--- src/rtl/rom_byte_loader.sv ---
// Purpose: serialise 32-bit download words inside the address window into big-endian byte writes for a ROM RAM.
// Latency: a word accepted at edge k gives its first wr_en at edge k+1 when step_en is high in cycle k+1.
// Backpressure: dl_ready high in IDLE or on the final step_en byte; bytes advance only on step_en cycles.
//
// Ports:
//   clk, reset          : clock, asynchronous active-high reset
//   dl_valid/dl_ready   : download word handshake; dl_addr is the bridge byte address, dl_data the word
//   dl_end              : one-cycle pulse marking the end of the download stream
//   step_en             : write pacing enable (clock enable of the target RAM)
//   wr_en/wr_addr/wr_data : registered byte write port into the ROM RAM
//   busy, done          : word in flight; sticky end-of-download-and-drained flag
//   byte_count          : bytes written since reset, saturating at 2**ADDR_WIDTH
module rom_byte_loader #(
  parameter int          ADDR_WIDTH = 15,
  parameter logic [31:0] BASE_ADDR  = 32'h0000_0000
) (
  input  logic                  clk,
  input  logic                  reset,
  input  logic                  dl_valid,
  output logic                  dl_ready,
  input  logic [31:0]           dl_addr,
  input  logic [31:0]           dl_data,
  input  logic                  dl_end,
  input  logic                  step_en,
  output logic                  wr_en,
  output logic [ADDR_WIDTH-1:0] wr_addr,
  output logic [7:0]            wr_data,
  output logic                  busy,
  output logic                  done,
  output logic [ADDR_WIDTH:0]   byte_count
);

  typedef enum logic {IDLE, EMIT} state_t;

  // One bit wider than the address so a 32-bit window size still fits.
  localparam logic [32:0] WIN_SIZE = 33'd1 << ADDR_WIDTH;
  localparam logic [ADDR_WIDTH:0] COUNT_MAX = {1'b1, {ADDR_WIDTH{1'b0}}};

  state_t                state, state_nxt;
  logic [1:0]            idx;
  logic [31:0]           word_q;
  logic [ADDR_WIDTH-1:0] offset_q;
  logic                  end_pend;

  logic [31:0]           word_addr;
  logic [31:0]           win_off;
  logic                  in_win;
  logic                  xfer;
  logic                  load;
  logic                  emit;
  logic [7:0]            cur_byte;

  // Low two address bits carry no meaning: words are always 4-byte aligned.
  assign word_addr = dl_addr & 32'hFFFF_FFFC;
  assign win_off   = word_addr - BASE_ADDR;
  assign in_win    = (word_addr >= BASE_ADDR) && ({1'b0, win_off} < WIN_SIZE);

  // Ready also opens on the last byte so a following word starts with no bubble.
  assign dl_ready = (state == IDLE) || ((state == EMIT) && (idx == 2'd3) && step_en);
  assign xfer     = dl_valid && dl_ready;

  always_comb begin
    cur_byte = word_q[31:24];
    case (idx)
      2'd0: cur_byte = word_q[31:24];
      2'd1: cur_byte = word_q[23:16];
      2'd2: cur_byte = word_q[15:8];
      2'd3: cur_byte = word_q[7:0];
      default: cur_byte = word_q[31:24];
    endcase
  end

  always_ff @(posedge clk or posedge reset) begin
    if (reset) begin
      state <= IDLE;
    end else begin
      state <= state_nxt;
    end
  end

  always_comb begin
    state_nxt = state;
    load      = 1'b0;
    emit      = 1'b0;
    case (state)
      IDLE: begin
        // Out-of-window words are taken and silently dropped.
        if (xfer && in_win) begin
          load      = 1'b1;
          state_nxt = EMIT;
        end
      end
      EMIT: begin
        if (step_en) begin
          emit = 1'b1;
          if (idx == 2'd3) begin
            if (xfer && in_win) begin
              load = 1'b1;
            end else begin
              state_nxt = IDLE;
            end
          end
        end
      end
      default: state_nxt = IDLE;
    endcase
  end

  always_ff @(posedge clk or posedge reset) begin
    if (reset) begin
      idx        <= 2'd0;
      word_q     <= 32'd0;
      offset_q   <= '0;
      wr_en      <= 1'b0;
      wr_addr    <= '0;
      wr_data    <= 8'd0;
      busy       <= 1'b0;
      done       <= 1'b0;
      end_pend   <= 1'b0;
      byte_count <= '0;
    end else begin
      wr_en <= emit;
      if (emit) begin
        // offset_q is word aligned, so OR-ing the byte index forms the byte address.
        wr_addr <= offset_q | ADDR_WIDTH'(idx);
        wr_data <= cur_byte;
        idx     <= idx + 2'd1;
        if (byte_count != COUNT_MAX) begin
          byte_count <= byte_count + 1'b1;
        end
      end
      // A load on the last byte overrides the wrapping increment above.
      if (load) begin
        word_q   <= dl_data;
        offset_q <= win_off[ADDR_WIDTH-1:0];
        idx      <= 2'd0;
      end
      busy     <= (state_nxt == EMIT);
      end_pend <= end_pend | dl_end;
      // Done only once nothing is held and nothing new is arriving this cycle.
      if (end_pend && (state == IDLE) && !xfer) begin
        done <= 1'b1;
      end
    end
  end

endmodule

--- config.mk ---
export PLATFORM = sky130hd
export DESIGN_NAME = rom_byte_loader
export DESIGN_NICKNAME = d
export VERILOG_FILES = /design/src/rtl/rom_byte_loader.sv
export SDC_FILE = /design/constraint.sdc
export NUM_CORES = 1
export LEC_CHECK = 0
export BUFFER_PORTS_ARGS = -buffer_cell sky130_fd_sc_hd__buf_4
export CAP_MARGIN = 40
export CORE_ASPECT_RATIO = 0.8
export CORE_MARGIN = 1.5
export CORE_UTILIZATION = 50
export CTS_CLUSTER_DIAMETER = 100
export DETAILED_ROUTE_END_ITERATION = 6
export PLACE_DENSITY = 0.79
export SLEW_MARGIN = 20
export SYNTH_ARGS = -nofsm -noshare
export SYNTH_HDL_FRONTEND = slang
export SYNTH_SLANG_ARGS = --single-unit
--- constraint.sdc ---
create_clock -name clk -period 5 [get_ports clk]
set_clock_uncertainty 0.05 [all_clocks]
set_input_delay 0.5 -clock clk [delete_from_list [all_inputs] [get_ports clk]]
set_output_delay 0.5 -clock clk [all_outputs]
set_load 0.02 [all_outputs]
==> results.yml, run 1 <==
outcome:
  status: "completed"
cts:
  clk-insertion-delay-late_ps: 340
  cts_num_sinks: 90
  post_cts_buffers: 0
  holdBufCountCts: 0
  cts_buffers: 9
  ctsResizeCount: 0
  cts_root_buf: "clkbuf_8"
  cts_max_level: 3
  cts_tree: "done"
  cts_buffer_depth: 2
  path_clk_slew_ps: 90
yosys:
  ys_ff_latch: 90
  syn_area_per_cell_sq_um: 12.2
  synth_top_area_share_pct: 59.9
  yosysWarnings: 0
  synth_area_sq_mm: 0.00376
  synthCells: 308
  synthTopCellsByArea: "dfrtp_1, mux2_1, nand2_1, mux2_2, xnor2_1"
  synth_top_area_cell: "dfrtp_1"
  ys_dominant_reg_cell: "dfrtp_1"
  synth-async-reset-ratio_pct: 100
  syn_nets: 383
  synthTopCellsByCount: "dfrtp_1, nand2_1, mux2_1"
  yosysSeqAreaShare_pct: 59.9
  synth.most_common_cell: "dfrtp_1"
  synth_edf_count: 0
  ys_types: 32
run:
  drv_cap: 0
place:
  dpl.hpwl_microns: 5850
  routabilityCongestion: 0.846
  portBuffers: 109
  dpl.cell_count: 495
  placed_area_sq_mm: 0.00462
  dpl_worst_slack_ps: 2440
setup_path:
  critical_path.startpoint: "idx[0]"
  r2r_setup_slack_ps: 2420
  end_kind: "flop"
  crit_chain: "ha_1 -> a21bo_2 -> nand4_1 -> nor4_4 -> buf_4 -> mux2_2"
  crit_slowest_cell: "buf_4"
  worstPathRequired_ps: 5180
  ff2ff_path_depth: 6
  rr_endpoint: "word_q[25]"
  r2r-start: "idx[0]"
  cp-start-kind: "flop"
  worst-path-max-fanout: 47
  worst-setup-path-type: "reg2reg"
  max_stage_delay_ps: 550
  crit_arrival_ps: 2760
  endpoint: "word_q[25]"
cells_and_area:
  final_util_pct: 65.9
  fin_nets: 491
  stdcell_count: 511
  area_delta_synth_final_pct: 28.4
  final_area_sq_mm: 0.00483
  layout-drive-gt1-share_pct: 35.6
  antennaDiodeCount: 0
global_routing:
  track_usage_pct: 21.9
  grt_pass1_vias: 2732
  antenna_found_initial: 0
  grt_pass1_wl_microns: 13500
  overflow: 0
  grt_start_max_net_pins: 53
detailed_routing:
  totalWireLength_microns: 8280
  vias_per_cell: 5.25
  via_count: 2682
  drc: 0
  first_iter_violations: 156
  wl_per_cell_microns: 16.2
  dr.pass1.iters: 4
  ant_nets: 0
sta:
  setup_tns_ps: 0
  max_slew.worst_pin.slew_ps: 650
  layout_setup_ws_ps: 2420
  rsz0062_at_grt: "no"
  slew_viol_final: 0
  hold_violations: 0
  slew_headroom_pct: 56.7
  period_minus_slack_ps: 2580
  worst_hold_slack_ps: 169
  fin_crit_sh_pct: 51.6
  setup_violations: 0
  max_freq_mhz: 388
power_and_ir_drop:
  power.leakage_nw: 2.50
  ir_worst_vdd_v: 0.000143
  finalPower_mw: 1.28
  p_per_area_mw_per_mm2: 266
floorplan:
  start_util_pct: 51.3
  die_h_microns: 80.6
  placementRows: 28
  die_w_microns: 99.9
  io_pins: 112
  die-area_sq_mm: 0.00805
  fp.coreArea_sq_mm: 0.00732
min_path:
  worst_hold_path_type: "in2async"
-- registers in the layout, indices dropped and copies added, names as in the netlist --
register    flops
byte_count     16
wr_data         8
offset_q       13
wr_en           1
end_pend        1
idx             2
wr_addr        15
done            1
busy            1
word_q         32
-- cells by family after synthesis --
group / count (synthesis) / synth area share [%]
AND/OR/NAND/NOR: 98 / 12.1
flip-flops: 90 / 59.9
multiplexers: 45 / 13.5
XOR/XNOR: 16 / 3.73
AO/OA/AOI/OAI: 32 / 5.73
adder cells (fa/ha/maj): 6 / 2.00
buffers and inverters: 21 / 3.03
-- worst min path at each step --
stage                 start           to  slack (ps)  depth (start not counted)
3_3_place_gp    offset_q[4]   wr_addr[4]         390                          2
4_1_cts               reset   wr_addr[2]         180                          2
2_1_floorplan  offset_q[10]  wr_addr[10]         380                          2
6_report              reset   wr_addr[2]         170                          2
3_5_place_dp           done         done         400                          1
5_1_grt               reset   wr_addr[2]         210                          2
-- metal layers --
metal | share of wire [%] | vias to the layer above | GRT usage (%)
met5 | 0 | - | 0
met2 | 49 | 71 | 36.0
met3 | 4.3 | 2 | 4.35
met1 | 46 | 1328 | 29.2
met4 | 0.41 | 0 | 7.32
li1 | - | 1281 | -
-- area by class of cell --
type / instances / area (sq um)
multi-input combinational: 197 / 1390
clock buffer: 11 / 141
tap: 90 / 113
clock inverter: 5 / 62.6
fill: 587 / 2500
sequential: 90 / 2250
timing repair buffer: 112 / 841
inverter: 6 / 23.8
-- worst max-delay path, delay by kind of cell, from the launching register on --
kind	cells	cell delay, ps
buf+inv	1	550
fa+ha+maj	1	430
flops	1	410
mux	1	410
compound gates	1	240
simple gates	2	330
-- report_power, final --
group	leakage (nW)	internal [mW]	switching, mW	total [mW]
Sequential	1.24	0.727	0.000270	0.728
Clock	0.0962	0.248	0.250	0.498
Combinational	1.16	0.0341	0.0227	0.0569
Total	2.50	1.01	0.273	1.28
-- placed cells by master (no fill, tap or decap), types with 2 or more instances in the layout --
master      Yosys  final
o21ai_0        11     11
inv_1           5      4
clkbuf_8        0     10
buf_4           1    112
clkinvlp_4      0      2
ha_1            6      6
dfrtp_1        90     90
nand2_1        58     58
mux2_1         28     28
nor2_1         13     13
a222oi_1        8      8
nand4_1         5      5
nor4b_1         2      2
xnor2_1        12     12
mux2_2         17     17
or2_2           2      2
nand3_1         6      6
nor4_1          7      7
xor2_1          4      4
a21oi_1         9      9
(Power assumes the default switching activity.)
==> run 2: changes to the inputs <==
Settings changed: ABC_AREA set to 1, CORE_UTILIZATION 50 to 48, PLACE_DENSITY 0.79 to 0.77.
Clock period 5 ns to 2.19 ns, I/O delays scaled along.
==> results.yml, run 2 <==
setup_path:
  worst-path-max-fanout: 9
  worstPathRequired_ps: 1920
  crit_chain: "ha_1 -> a21oi_2 -> inv_1 -> buf_4"
  r2r_setup_slack_ps: 410
  end_kind: "primary output"
  worst-setup-path-type: "reg2out"
  cp-start-kind: "flop"
  crit_slowest_cell: "dfrtp_1"
  max_stage_delay_ps: 420
  crit_arrival_ps: 1560
place:
  routabilityCongestion: 0.878
  dpl.hpwl_microns: 7220
  placed_area_sq_mm: 0.00531
  portBuffers: 109
  dpl.cell_count: 736
global_routing:
  track_usage_pct: 22.2
  grt_pass1_vias: 3455
  grt_pass1_wl_microns: 16500
  overflow: 0
  grt_start_max_net_pins: 57
  antenna_found_initial: 0
cts:
  ctsResizeCount: 0
  path_clk_slew_ps: 60
  cts_buffer_depth: 2
  cts_tree: "done"
  post_cts_buffers: 0
  cts_buffers: 9
  cts_root_buf: "clkbuf_16"
  holdBufCountCts: 1
  cts_num_sinks: 90
  cts_max_level: 3
  clk-insertion-delay-late_ps: 350
sta:
  hold_violations: 0
  max_slew.worst_pin.slew_ps: 642
  max_freq_mhz: 546
  worst_hold_slack_ps: 23.8
  slew_viol_final: 0
  setup_tns_ps: 0
  slew_headroom_pct: 57.1
  fin_crit_sh_pct: 83.6
  setup_violations: 0
  rsz0062_at_grt: "no"
  period_minus_slack_ps: 1830
cells_and_area:
  final_util_pct: 62.5
  antennaDiodeCount: 0
  fin_nets: 708
  final_common_cell: "nand2_1"
  reg_top3: "word_q (32), byte_count (16), wr_addr (15)"
  layout-drive-gt1-share_pct: 30.1
  final_cell_mix: "nand2_1, buf_4, dfrtp_1"
  largest_register_ff_count: 32
  final_area_sq_mm: 0.00563
  regMostFlops: "word_q"
  stdcell_count: 753
  fillers: 775
  area_delta_synth_final_pct: 27.4
power_and_ir_drop:
  p_per_area_mw_per_mm2: 788
  ir_worst_vdd_v: 0.000454
  power.leakage_nw: 2.97
yosys:
  syn_area_per_cell_sq_um: 8.40
  synth_edf_count: 0
  ys_types: 29
  ys_dominant_reg_cell: "dfrtp_1"
  ys_ff_latch: 90
  synth_top_area_cell: "dfrtp_1"
  yosysWarnings: 0
  yosysSeqAreaShare_pct: 51.0
  syn_nets: 601
  synthTopCellsByArea: "dfrtp_1, nand2_1, o21ai_2, inv_1, buf_6"
  synthTopCellsByCount: "nand2_1, dfrtp_1, inv_1"
  synth_area_sq_mm: 0.00442
  synthCells: 526
  synth_top_area_share_pct: 51.0
  synth.most_common_cell: "nand2_1"
  synth-async-reset-ratio_pct: 100
min_path:
  worst_hold_path_type: "in2reg"
floorplan:
  die_h_microns: 88.8
  die_w_microns: 110
  io_pins: 112
  fp.coreArea_sq_mm: 0.00900
  placementRows: 31
  start_util_pct: 49.1
  die-area_sq_mm: 0.00979
detailed_routing:
  drc: 0
  totalWireLength_microns: 9800
  dr.pass1.iters: 4
  via_count: 3653
  ant_nets: 0
  wl_per_cell_microns: 13.0
  vias_per_cell: 4.85
  first_iter_violations: 181
outcome:
  status: "completed"
run:
  drv_cap: 0
## run 2: changes by cell type after synthesis, sizes merged, moves of 18 or more
cell,previous run,this run
nand2,58,204
o21ai,11,59
inv,5,68
nor2,13,31
mux2,45,0
## run 2: final timing paths
path,startpoint,to,cells past startpoint
worst min-delay path,dl_end,end_pend,2
min in group asynchronous,reset,byte_count[14],3
worst min register to register,offset_q[2],wr_addr[2],2
max in group asynchronous,reset,wr_addr[0],4
worst max-delay path,idx[0],dl_ready,4
worst max register to register,idx[0],offset_q[2],6
## run 2: power breakdown
part / switching, mW / internal, mW / leakage [nW]
registers: 0.130 / 1.79 / 1.23
logic: 0.551 / 0.373 / 1.59
clock network: 0.663 / 0.927 / 0.150
total: 1.34 / 3.09 / 2.97
## run 2: stage by stage
step | worst slack, ps | power (mW)
5_1_grt | 251 | 4.66
6_report | 359 | 4.44
4_1_cts | 349 | 4.47
3_3_place_gp | 456 | 2.85
3_5_place_dp | 386 | 2.88
2_1_floorplan | 641 | 2.48
## run 2: cells by family after synthesis
family	synth area share [%]
simple gates	23.9
fa+ha+maj	1.70
xor+xnor	1.39
compound gates	12.3
flops	51.0
buf+inv	9.77
## run 2: final cells by class
class                   count  area [sq um]  share of cell area, %
clock inverters             6          72.6                   1.29
flip-flops and latches     90          2250                   40.0
inverters                  68           259                   4.60
clock buffers              10           239                   4.25
repair buffers            117           918                   16.3
multi-input cells         347          1740                   31.0
well taps                 115           144                   2.56
## run 2: metal layers
| metal | routed length (microns) | share of wire (%) | track usage, % | vias up |
|---|---|---|---|---|
| met1 | 4480 | 46 | 30.6 | 1704 |
| met3 | 627 | 6.4 | 5.96 | 9 |
| li1 | - | - | - | 1833 |
| met2 | 4610 | 47 | 35.0 | 107 |
| met4 | 78 | 0.80 | 5.36 | 0 |
| met5 | 0 | 0 | 0 | - |
## run 2: worst max-delay path, delay by kind of cell, from the launching register on
kind | cells | cell delay, ps
fa+ha+maj | 1 | 340
flops | 1 | 420
compound gates | 1 | 230
buf+inv | 2 | 240
==> run 3: changes to the inputs <==
Clock period 2.19 ns to 1.5 ns, I/O delays scaled along.
==> results.yml, run 3 (synthesis gave the netlist of run 2 again) <==
floorplan:
  fp.coreArea_sq_mm: 0.00900
  die_h_microns: 88.8
  die-area_sq_mm: 0.00979
  placementRows: 31
  io_pins: 112
  die_w_microns: 110
  start_util_pct: 49.1
min_path:
  hold_end: "word_q[14]"
  worstHoldPathCells: 3
  hp-start: "dl_data[14]"
  worst_hold_path_type: "in2reg"
detailed_routing:
  via_count: 3797
  ant_nets: 0
  drc: 0
  dr.pass1.iters: 5
  totalWireLength_microns: 10600
  vias_per_cell: 4.89
  wl_per_cell_microns: 13.7
  first_iter_violations: 201
sta:
  slew_viol_final: 0
  fin_crit_sh_pct: 101
  layout_setup_ws_ps: -9.84
  period_minus_slack_ps: 1510
  rsz0062_at_grt: "yes"
  max_freq_mhz: 662
  setup_violations: 1
  max_slew.worst_pin.slew_ps: 540
  setup_tns_ps: -9.84
  worst_hold_slack_ps: 4.95
  slew_headroom_pct: 63.9
  hold_violations: 0
global_routing:
  overflow: 0
  grt_pass1_wl_microns: 16600
  antenna_found_initial: 0
  track_usage_pct: 22.1
  grt_start_max_net_pins: 32
  grt_pass1_vias: 3511
power_and_ir_drop:
  power.leakage_nw: 3.11
  finalPower_mw: 6.73
  ir_worst_vdd_v: 0.000682
  internal_power_mw: 4.61
  p_sw_mw: 2.12
  clkPwrFrac_pct: 32.3
  switching_share_pct: 31.5
  p_per_area_mw_per_mm2: 1130
  combPwrFrac_pct: 26.1
  seq_power_share_pct: 41.7
outcome:
  status: "finished with violations"
  violations: "setup timing"
setup_path:
  crit_arrival_ps: 1310
  ff2ff_path_depth: 7
  crit_slowest_cell: "dfrtp_2"
  r2r-start: "idx[1]"
  r2r_setup_slack_ps: 0
  crit_chain: "ha_4 -> a21oi_4 -> inv_2 -> buf_6"
  worst-path-max-fanout: 3
  rr_endpoint: "word_q[13]"
  worst-setup-path-type: "reg2out"
  end_kind: "primary output"
  cp-start-kind: "flop"
  worstPathRequired_ps: 1300
  cp.depth: 4
  crit_family: "flip-flops"
  worstPathBufferInverterCount: 2
  max_stage_delay_ps: 460
cells_and_area:
  layout-drive-gt1-share_pct: 36.3
  fillers: 730
  regMostFlops: "word_q"
  final_cell_mix: "nand2_1, buf_4, dfrtp_1"
  antennaDiodeCount: 0
  largest_register_ff_count: 32
  final_common_cell: "nand2_1"
  area_delta_synth_final_pct: 35.2
  stdcell_count: 777
  fin_nets: 732
  final_util_pct: 66.4
  reg_top3: "word_q (32), byte_count (16), wr_addr (15)"
place:
  dpl.hpwl_microns: 7500
  routabilityCongestion: 0.863
  dpl.cell_count: 755
  portBuffers: 109
cts:
  cts_buffers: 9
  cts_tree: "done"
  cts_num_sinks: 90
  cts_max_level: 3
  cts_buffer_depth: 2
  clk-insertion-delay-late_ps: 340
  path_clk_slew_ps: 70
  cts_root_buf: "clkbuf_16"
run:
  drv_cap: 0
[run 3: layout make-up]
class	count	area, sq um	area share, %
sequential	90	2260	37.8
multi-input combinational	348	1880	31.4
timing repair buffer	140	1150	19.2
inverter	68	264	4.42
clock buffer	10	239	4.00
tap	115	144	2.41
clock inverter	6	47.5	0.795
[run 3: worst register-to-register path, cell delays in order (launching register included)]
cell and delay [ps]:
dfrtp_2 460, ha_4 190, a21oi_4 150, nor2_2 60
nand3_4 140, buf_12 210, nand2_1 100, o21ai_2 70
[run 3: layer usage]
metal / wire [microns] / GRT usage, % / vias to the layer above
li1: - / - / 1891
met1: 4530 / 28.6 / 1802
met2: 5540 / 37.8 / 98
met3: 491 / 4.93 / 6
met4: 62 / 5.36 / 0
met5: 0 / 0 / -
[run 3: what timing repair did]
| item | CTS | global route |
|---|---|---|
| pin swaps | 2 | 6 |
| endpoints found under the hold margin | 18 | 0 |
| buffers inserted | 1 | 2 |
| hold buffers | 2 | 0 |
| gates cloned | 0 | 1 |
| gates resized for setup | 7 | 31 |
| setup endpoints to repair | 29 | 66 |
[run 3: through the flow]
step	setup WS (ps)	cell area [sq um]
3_3_place_gp	-40.6	5500
4_1_cts	-3.16	5830
5_1_grt	-47.7	5980
3_5_place_dp	-38.1	5500
6_report	-9.84	5980
2_1_floorplan	5.54	4440
[run 3: power groups by stage]
stage | Clock [mW] | Combinational [mW] | Sequential [mW]
floorplan | 0 | 0.623 | 3.01
global placement | 0 | 1.51 | 2.81
detailed placement | 0 | 1.56 | 2.82
CTS | 2.21 | 1.62 | 2.78
global route | 2.32 | 1.92 | 2.84
finish | 2.17 | 1.76 | 2.81
[run 3: worst max path at each step]
stage	from	endpoint	slack, ps
after floorplan	idx[0]	word_q[0]	6
after detailed placement	byte_count[0]	byte_count[7]	-40
after global placement	byte_count[0]	byte_count[15]	-40
after global routing	idx[0]	wr_data[4]	-50
after CTS	idx[1]	dl_ready	-3
final	idx[1]	dl_ready	-10
